[src/rtl/cpu_pkg.sv]
// cpu_pkg: shared definitions for the multi-cycle CPU control path.
//   - state_e      : sequencer FSM state encoding (3 bits, IDLE..ERROR)
//   - CTRL_*       : bit positions inside the instruction_control word
//   - OPCODE_*     : opcode field position inside the instruction
//   - XLEN         : datapath / address width
package cpu_pkg;

    localparam int unsigned XLEN          = 32;
    localparam int unsigned OPCODE_MSB    = 31;
    localparam int unsigned OPCODE_LSB    = 26;
    localparam int unsigned CTRL_REGDST   = 7;
    localparam int unsigned CTRL_REGWRITE = 0;

    typedef enum logic [2:0] {
        ST_IDLE      = 3'd0,
        ST_FETCH     = 3'd1,
        ST_DECODE    = 3'd2,
        ST_EXECUTE   = 3'd3,
        ST_WRITEBACK = 3'd4,
        ST_HALT      = 3'd5,
        ST_ERROR     = 3'd6
    } state_e;

endpackage

[src/rtl/fetch_handshake.sv]
// fetch_handshake: instruction-memory request/ack handshake with timeout.
//   clk, rst       : clock, synchronous active-high reset
//   fetch_active   : sequencer is in FETCH
//   imem_ack       : memory returns data this cycle
//   imem_req       : request to memory (high exactly while fetch_active)
//   fetch_done     : ack seen during FETCH
//   fetch_timeout  : FETCH_TIMEOUT-th consecutive FETCH cycle without ack
module fetch_handshake #(
    parameter int unsigned FETCH_TIMEOUT = 15
) (
    input  logic clk,
    input  logic rst,
    input  logic fetch_active,
    input  logic imem_ack,
    output logic imem_req,
    output logic fetch_done,
    output logic fetch_timeout
);

    // The counter only needs to reach FETCH_TIMEOUT-1: the cycle that would
    // make it FETCH_TIMEOUT is the one that raises fetch_timeout.
    localparam int unsigned CW = (FETCH_TIMEOUT > 2) ? $clog2(FETCH_TIMEOUT) : 1;
    localparam logic [CW-1:0] LAST = CW'(FETCH_TIMEOUT - 1);

    logic [CW-1:0] cnt_q, cnt_d;

    always_comb begin
        imem_req      = fetch_active;
        fetch_done    = fetch_active & imem_ack;
        // Ack in the final allowed cycle wins over the timeout.
        fetch_timeout = fetch_active & ~imem_ack & (cnt_q == LAST);
        cnt_d         = cnt_q;
        if (!fetch_active || imem_ack || fetch_timeout) begin
            cnt_d = '0;
        end else begin
            cnt_d = cnt_q + 1'b1;
        end
    end

    always_ff @(posedge clk) begin
        if (rst) begin
            cnt_q <= '0;
        end else begin
            cnt_q <= cnt_d;
        end
    end

endmodule

[src/rtl/cpu_sequencer.sv]
// cpu_sequencer: multi-cycle control FSM for the CPU datapath.
// Owns pc and ir; fetches over a req/ack handshake, then steps
// DECODE -> EXECUTE -> WRITEBACK, pulsing reg_we for one WRITEBACK cycle.
// Ports:
//   clk, rst            : clock, synchronous active-high reset
//   start, halt_req     : run control
//   imem_req/addr/ack/rdata : instruction memory handshake
//   ctrl                : control word from instruction_control
//   pc, ir              : program counter, instruction register
//   reg_dst, reg_we     : write_register_mux select, register_file write enable
//   busy, halted, err   : status; state : FSM state for debug
//   instr_retired, cycle_count : performance counters
// Build option: define CPU_SEQ_PERF_CNT_EN to build the performance counters;
// otherwise both counter ports read as zero.
module cpu_sequencer
    import cpu_pkg::*;
#(
    parameter logic [31:0] RESET_PC      = 32'd0,
    parameter logic [31:0] PC_STEP       = 32'd1,
    parameter int unsigned FETCH_TIMEOUT = 15
) (
    input  logic        clk,
    input  logic        rst,
    input  logic        start,
    input  logic        halt_req,
    output logic        imem_req,
    output logic [31:0] imem_addr,
    input  logic        imem_ack,
    input  logic [31:0] imem_rdata,
    input  logic [7:0]  ctrl,
    output logic [31:0] pc,
    output logic [31:0] ir,
    output logic        reg_dst,
    output logic        reg_we,
    output logic        busy,
    output logic        halted,
    output logic        err,
    output logic [2:0]  state,
    output logic [31:0] instr_retired,
    output logic [31:0] cycle_count
);

    state_e          state_q, state_d;
    logic [XLEN-1:0] pc_q, pc_d;
    logic [XLEN-1:0] ir_q, ir_d;
    logic            reg_dst_q, reg_dst_d;
    logic            regwrite_q, regwrite_d;
    logic            halt_q, halt_d;
    logic            err_q, err_d;
    logic            fetch_done, fetch_timeout;
    logic            retire;
    logic            unused_ctrl_bits;

    assign unused_ctrl_bits = ^ctrl[6:1];

    fetch_handshake #(
        .FETCH_TIMEOUT(FETCH_TIMEOUT)
    ) u_fetch (
        .clk          (clk),
        .rst          (rst),
        .fetch_active (state_q == ST_FETCH),
        .imem_ack     (imem_ack),
        .imem_req     (imem_req),
        .fetch_done   (fetch_done),
        .fetch_timeout(fetch_timeout)
    );

    always_comb begin
        state_d    = state_q;
        pc_d       = pc_q;
        ir_d       = ir_q;
        reg_dst_d  = reg_dst_q;
        regwrite_d = regwrite_q;
        halt_d     = halt_q;
        err_d      = err_q;
        retire     = 1'b0;

        busy   = (state_q == ST_FETCH) || (state_q == ST_DECODE) ||
                 (state_q == ST_EXECUTE) || (state_q == ST_WRITEBACK);
        halted = (state_q == ST_HALT);
        reg_we = (state_q == ST_WRITEBACK) & regwrite_q;

        // Halt requests during an instruction wait for its WRITEBACK.
        if (busy && halt_req) begin
            halt_d = 1'b1;
        end

        case (state_q)
            ST_IDLE: begin
                if (halt_req) begin
                    state_d = ST_HALT;
                end else if (start) begin
                    state_d = ST_FETCH;
                end
            end
            ST_FETCH: begin
                if (fetch_done) begin
                    ir_d    = imem_rdata;
                    state_d = ST_DECODE;
                end else if (fetch_timeout) begin
                    err_d   = 1'b1;
                    state_d = ST_ERROR;
                end
            end
            ST_DECODE: begin
                reg_dst_d  = ctrl[CTRL_REGDST];
                regwrite_d = ctrl[CTRL_REGWRITE];
                state_d    = ST_EXECUTE;
            end
            ST_EXECUTE: begin
                state_d = ST_WRITEBACK;
            end
            ST_WRITEBACK: begin
                retire  = 1'b1;
                pc_d    = pc_q + PC_STEP;
                // A request arriving in this very cycle still stops here.
                state_d = (halt_q || halt_req) ? ST_HALT : ST_FETCH;
            end
            ST_HALT: begin
                if (start) begin
                    halt_d  = 1'b0;
                    state_d = ST_FETCH;
                end
            end
            ST_ERROR: begin
                state_d = ST_ERROR;
            end
            default: begin
                state_d = ST_IDLE;
            end
        endcase
    end

    always_ff @(posedge clk) begin
        if (rst) begin
            state_q    <= ST_IDLE;
            pc_q       <= RESET_PC;
            ir_q       <= '0;
            reg_dst_q  <= 1'b0;
            regwrite_q <= 1'b0;
            halt_q     <= 1'b0;
            err_q      <= 1'b0;
        end else begin
            state_q    <= state_d;
            pc_q       <= pc_d;
            ir_q       <= ir_d;
            reg_dst_q  <= reg_dst_d;
            regwrite_q <= regwrite_d;
            halt_q     <= halt_d;
            err_q      <= err_d;
        end
    end

`ifdef CPU_SEQ_PERF_CNT_EN
    logic [31:0] cycle_count_q, cycle_count_d;
    logic [31:0] instr_retired_q, instr_retired_d;

    always_comb begin
        cycle_count_d   = cycle_count_q + {31'd0, busy};
        instr_retired_d = instr_retired_q + {31'd0, retire};
    end

    always_ff @(posedge clk) begin
        if (rst) begin
            cycle_count_q   <= '0;
            instr_retired_q <= '0;
        end else begin
            cycle_count_q   <= cycle_count_d;
            instr_retired_q <= instr_retired_d;
        end
    end

    assign cycle_count   = cycle_count_q;
    assign instr_retired = instr_retired_q;
`else
    logic unused_retire;
    assign unused_retire = retire;
    assign cycle_count   = '0;
    assign instr_retired = '0;
`endif

    assign imem_addr = pc_q;
    assign pc        = pc_q;
    assign ir        = ir_q;
    assign reg_dst   = reg_dst_q;
    assign err       = err_q;
    assign state     = state_q;

endmodule
[config.mk]
export PLATFORM = sky130hd
export DESIGN_NAME = cpu_sequencer
export DESIGN_NICKNAME = d
export VERILOG_FILES = /design/src/rtl/cpu_pkg.sv /design/src/rtl/fetch_handshake.sv /design/src/rtl/cpu_sequencer.sv
export SDC_FILE = /design/constraint.sdc
export NUM_CORES = 1
export LEC_CHECK = 0
export CAP_MARGIN = 15
export CORE_MARGIN = 5
export CORE_UTILIZATION = 36
export DETAILED_ROUTE_END_ITERATION = 10
export GPL_TIMING_DRIVEN = 0
export PLACE_DENSITY_LB_ADDON = 0.1
export SYNTH_ARGS = -nofsm -noshare
export SYNTH_HDL_FRONTEND = slang
export SYNTH_SLANG_ARGS = --single-unit
[constraint.sdc]
create_clock -name clk -period 2.2 [get_ports clk]
set_input_delay 0.44 -clock clk [delete_from_list [all_inputs] [get_ports clk]]
set_output_delay 0.44 -clock clk [all_outputs]
set_load 0.02 [all_outputs]
==> results of run 1 <==
==> report_power, final <==
group          total, W  switching (W)  internal [W]  leakage [nW]
sequential      0.00158      0.0000893       0.00149         0.610
clock           0.00101       0.000501      0.000514        0.0881
combinational   0.00139       0.000788      0.000605          1.65
==> worst max-delay path by stage <==
stage,end,start,depth (start not counted)
floorplan,imem_addr[19],state[2],6
global placement,imem_addr[29],state[2],6
CTS,imem_addr[27],imem_addr[7],5
global route,imem_addr[19],state[2],6
finish,imem_addr[24],imem_addr[6],5
detailed placement,imem_addr[29],state[2],6
==> stage by stage <==
step | instances | total power, W
floorplan | 552 | 0.00246
global placement | 834 | 0.00299
detailed placement | 834 | 0.00300
CTS | 850 | 0.00402
global route | 853 | 0.00423
finish | 853 | 0.00399
==> cell families after synthesis <==
family                   share of synthesized area
adder cells (fa/ha/maj)                    0.00956
AND/OR/NAND/NOR                              0.228
other                                     0.000955
XOR/XNOR                                    0.0290
AO/OA/AOI/OAI                                0.130
buffers and inverters                        0.220
flip-flops                                   0.383
==> cells in the final DEF (no fill, tap or decap), types with 9 or more instances in the layout <==
| cell | instances |
|---|---|
| dfxtp_1 | 68 |
| or4_1 | 11 |
| buf_4 | 100 |
| clkdlybuf4s50_1 | 138 |
| inv_1 | 10 |
| nor2_1 | 16 |
| nand3_1 | 15 |
| o31ai_1 | 11 |
| nand2_1 | 80 |
| conb_1 | 64 |
| clkbuf_1 | 18 |
| a21oi_1 | 60 |
| o21ai_0 | 10 |
| clkbuf_8 | 9 |
| nand4_1 | 11 |
==> layer usage <==
metal  track usage  share of wire
met1         0.176           0.38
met2         0.282           0.49
met3        0.0650           0.11
met4        0.0546          0.016
met5             0              0
==> timing repair <==
action / 4_1_cts / 5_1_grt
gates resized for setup: 12 / 15
gates cloned: 0 / 0
pin swaps: 2 / 1
buffers inserted: 1 / 3
setup endpoints to repair: 15 / 11
hold buffers: 0 / 0
==> layout make-up <==
type                    instances  share of cell area
multi-input cells             346               0.305
flip-flops and latches         75               0.251
repair buffers                146               0.240
plain buffers                 121               0.139
well taps                     140              0.0291
clock buffers                  10              0.0212
clock inverters                 5             0.00913
inverters                      10             0.00623
==> worst register-to-register path, cell delays in order, from the launching register on <==
cell	delay, ps
dfxtp_2	410
nand4_1	190
or4b_2	700
clkbuf_1	210
o41ai_1	380
a21oi_1	110
==> flip-flops by register name, summed over array words and instances (netlist names) <==
signal         count
ir                32
u_fetch.cnt_q      4
reg_dst            1
imem_addr         32
regwrite_q         1
err                1
state              3
halt_q             1
==> results.sh, run 1 <==
export IMPL_dieArea_mm2=0.0131
export IMPL_syn_inst=489
export IMPL_final_net_count=757
export IMPL_r2r_end="imem_addr[24]"
export IMPL_r2r_slack_ps=70
export IMPL_postLayoutCoreUtil=0.561
export IMPL_grt_pass1_vias=3593
export IMPL_synth_area_mm2=0.00393
export IMPL_ys_types=38
export IMPL_netlist_top_cell_by_area="dfxtp_1"
export IMPL_die_w_um=114
export IMPL_rsz0062_at_grt="yes"
export IMPL_fin_hold_ws_ps=455
export IMPL_vias_per_cell=4.57
export IMPL_synthArstFlopShare=0
export IMPL_routed_wl_um=11200
export IMPL_gp_congestion=0.814
export IMPL_drt_first_pass_iters=7
export IMPL_n_antenna_cell=0
export IMPL_drive_above_1_share=0.201
export IMPL_grt_pass1_wl_um=17300
export IMPL_start_util=0.365
export IMPL_maxSlewHeadroom=0.481
export IMPL_worst_path_max_fanout=8
export IMPL_syn2layout_area_growth_pct=53.6
export IMPL_cp_top_family="simple AND/OR/NAND/NOR gates"
export IMPL_crit_required_ps=2410
export IMPL_rr_startpoint="imem_addr[6]"
export IMPL_min_to="ir[15]"
export IMPL_skew_ps=9.80
export IMPL_maxCapViolations=0
export IMPL_netlist_top_cells_area="dfxtp_1 (38%), buf_4 (19%), a21oi_1 (7.7%)"
export IMPL_rr_worst_depth=5
export IMPL_clkLatencyLatePin_ps=340
export IMPL_period_needed_ps=2130
export IMPL_placed_area_mm2=0.00576
export IMPL_hold_start="ir[15]"
export IMPL_cts_buffer_depth=2
export IMPL_finalHoldViolations=0
export IMPL_leakage_nw=2.35
export IMPL_grt_use_total=0.161
export IMPL_yosysMostFrequentCell="buf_4"
export IMPL_coreArea_mm2=0.0107
export IMPL_h_tree_depth=3
export IMPL_port_buffers=142
export IMPL_multi_input_area_mm2=0.00184
export IMPL_stdcell_area_mm2=0.00603
export IMPL_whs_path_depth=2
export IMPL_fillCellCount=1005
export IMPL_cp_slowest_cell="or4b_2"
export IMPL_cp_num_buf_inv=1
export IMPL_route_detailed_drc=0
export IMPL_arrival_ps=2340
export IMPL_min_period_over_period=0.967
export IMPL_antenna_found_initial=0
export IMPL_place_hpwl_um=8850
export IMPL_via_count=3894
export IMPL_hold_class="reg2reg"
export IMPL_finalSetupViolCount=0
export IMPL_netlist_area_leader_share=0.383
export IMPL_dp_slack_ps=-78.3
export IMPL_cts_buffers=9
export IMPL_synth_warnings=0
export IMPL_synth_ff_type="dfxtp_1"
export IMPL_path_clk_slew_ps=80
export IMPL_crit_type="reg2reg"
export IMPL_synth_commonest_cells="buf_4 (97), nand2_1 (80), dfxtp_1 (75), a21oi_1 (60), clkbuf_1 (23)"
export IMPL_yosysSeqAreaShare=0.383
export IMPL_slew_violations=0
export IMPL_crit_chain="nand4_1 > or4b_2 > clkbuf_1 > o41ai_1 > a21oi_1"
export IMPL_worst_setup_path_end_kind="register"
export IMPL_tightest_slew_ps=772
export IMPL_synth_edff_count=0
export IMPL_num_rows=38
export IMPL_root_buffer="clkbuf_8"
export IMPL_grt_ovfl_total=0
export IMPL_ant_nets=0
export IMPL_setup_ws_ps=72.0
export IMPL_regArea_mm2=0.00151
export IMPL_grt_max_degree=13
export IMPL_tns_ps=0
export IMPL_start_kind="register"
export IMPL_wl_per_cell_um=13.1
export IMPL_synth_seq_cells=75
export IMPL_critPathMaxStageDelay_ps=700
export IMPL_die_h_um=114
export IMPL_max_freq_mhz=470
export IMPL_cts_tree="done"
export IMPL_clkSinkCount=75
export IMPL_synth_area_per_cell_um2=8.03
export IMPL_ios=214
export IMPL_power_density_mw_per_mm2=662
export IMPL_drtIter0Drc=107
export IMPL_status="finished clean"
export IMPL_peakVddDrop_v=0.000538
No activity file was read; power rests on OpenSTA's default activity.
==> inputs of run 2 (changes only) <==
SETUP_SLACK_MARGIN = 0.4   (was not set)
TNS_END_PERCENT = 5   (was not set)
==> run 2 against run 1 <==
Compared with the run above:
- count of clock-buffer cells in the layout up 1
- critical path depth up 1
- wire length up 5.2%
- via count up 1.3%
- highest routed layer unchanged
==> results.sh, run 2 (synthesized netlist as in run 1, its figures left out) <==
export IMPL_path_clk_slew_ps=80
export IMPL_syn2layout_area_growth_pct=62.9
export IMPL_final_net_count=772
export IMPL_antenna_found_initial=0
export IMPL_drive_above_1_share=0.261
export IMPL_regArea_mm2=0.00154
export IMPL_max_freq_mhz=478
export IMPL_crit_type="reg2reg"
export IMPL_power_density_mw_per_mm2=697
export IMPL_met3_usage=0.0677
export IMPL_status="finished clean"
export IMPL_seqPwrFrac=0.356
export IMPL_finalPower_w=0.00445
export IMPL_combPwrFrac=0.331
export IMPL_dp_slack_ps=-45.4
export IMPL_crit_required_ps=2470
export IMPL_start_util=0.365
export IMPL_drtIter0Drc=117
export IMPL_hold_class="reg2reg"
export IMPL_num_rows=38
export IMPL_min_to="ir[29]"
export IMPL_maxSlewHeadroom=0.581
export IMPL_die_w_um=114
export IMPL_cts_tree="done"
export IMPL_cts_hold_buf=0
export IMPL_tightest_slew_ps=628
export IMPL_sw_frac_of_total=0.323
export IMPL_clkSinkCount=75
export IMPL_route_detailed_drc=0
export IMPL_r2r_slack_ps=110
export IMPL_slew_violations=0
export IMPL_grt_max_degree=14
export IMPL_grtUsageMet2=0.289
export IMPL_ant_nets=0
export IMPL_arrival_ps=2370
export IMPL_rr_worst_depth=6
export IMPL_clkLatencyLatePin_ps=340
export IMPL_gp_congestion=0.826
export IMPL_port_buffers=142
export IMPL_grt_use_total=0.170
export IMPL_p_int_w=0.00302
export IMPL_cts_buffers=9
export IMPL_skew_ps=12.8
export IMPL_setup_ws_ps=108
export IMPL_multi_input_area_mm2=0.00195
export IMPL_hold_start="ir[29]"
export IMPL_clockPowerShare=0.313
export IMPL_root_buffer="clkbuf_8"
export IMPL_place_hpwl_um=8810
export IMPL_period_needed_ps=2090
export IMPL_power_switching_w=0.00144
export IMPL_finalSetupViolCount=0
export IMPL_whs_path_depth=2
export IMPL_rsz0062_at_grt="yes"
export IMPL_coreArea_mm2=0.0107
export IMPL_dieArea_mm2=0.0131
export IMPL_via_count=3944
export IMPL_min_period_over_period=0.951
export IMPL_use_met1=0.195
export IMPL_grt_busiest_layer="met2"
export IMPL_routed_wl_um=11800
export IMPL_fin_hold_ws_ps=455
export IMPL_worst_setup_path_end_kind="register"
export IMPL_maxCapViolations=0
export IMPL_drt_first_pass_iters=4
export IMPL_worst_path_max_fanout=7
export IMPL_r2r_end="imem_addr[19]"
export IMPL_start_kind="register"
export IMPL_ios=214
export IMPL_h_tree_depth=3
export IMPL_fillCellCount=969
export IMPL_leakage_nw=2.54
export IMPL_wl_per_cell_um=13.6
export IMPL_finalHoldViolations=0
export IMPL_rr_startpoint="state[2]"
export IMPL_vias_per_cell=4.54
export IMPL_mostFrequentLayoutCell="clkdlybuf4s50_1"
export IMPL_grt_pass1_wl_um=18300
export IMPL_final_cell_mix="clkdlybuf4s50_1 (138), buf_4 (115), nand2_1 (79)"
export IMPL_grt_ovfl_total=0
export IMPL_grt_pass1_vias=3772
export IMPL_die_h_um=114
export IMPL_peakVddDrop_v=0.000453
export IMPL_n_antenna_cell=0
export IMPL_cts_buffer_depth=2
[run 2: what timing repair did]
| action | CTS | global route |
|---|---|---|
| endpoints found under the hold margin | 0 | 0 |
| endpoints found under the setup margin | 108 | 129 |
| pin swaps | 3 | 8 |
| gates resized for setup | 33 | 43 |
| buffers inserted | 7 | 12 |
[run 2: how the worst max path moves through the flow]
stage,from,endpoint,cells past startpoint
global placement,state[1],busy,4
floorplan,state[2],imem_addr[19],6
CTS,state[2],imem_addr[19],6
detailed placement,state[1],imem_addr[20],7
finish,state[2],imem_addr[19],6
global route,state[0],ir[29],7
[run 2: per-stage QoR]
stage	std cells	instance area (um^2)	utilization	TNS, ps
3_5_place_dp	834	5790	0.539	-122
3_3_place_gp	834	5790	0.539	-59.5
5_1_grt	869	6390	0.595	0
4_1_cts	857	6160	0.573	0
2_1_floorplan	552	4190	-	0
6_report	869	6390	0.595	0
[run 2: worst max-delay path: stages, from the launching register on]
cell	delay [ps]
dfxtp_4	350
buf_6	90
or3b_4	380
or4_4	530
buf_6	160
or4_4	410
a21oi_2	110
[run 2: power by group through the flow]
stage | sequential [W] | combinational (W) | clock [W]
detailed placement | 0.00162 | 0.00143 | 0
global route | 0.00160 | 0.00161 | 0.00149
floorplan | 0.00175 | 0.000744 | 0
finish | 0.00159 | 0.00147 | 0.00140
CTS | 0.00159 | 0.00149 | 0.00142
global placement | 0.00161 | 0.00141 | 0
[run 2: layout make-up]
| cell class | count | share of cell area |
|---|---|---|
| Buffer | 121 | 0.136 |
| Clock buffer | 11 | 0.0254 |
| Clock inverter | 5 | 0.0166 |
| Inverter | 10 | 0.00587 |
| Multi-Input combinational cell | 346 | 0.305 |
| Sequential cell | 75 | 0.241 |
| Tap cell | 140 | 0.0274 |
| Timing Repair Buffer | 161 | 0.243 |
[run 2: layer usage]
layer  up-vias  part of all wire
met3        14              0.11
li1       1991                 -
met2       153              0.49
met4         0             0.013
met1      1786              0.39
met5         -                 0
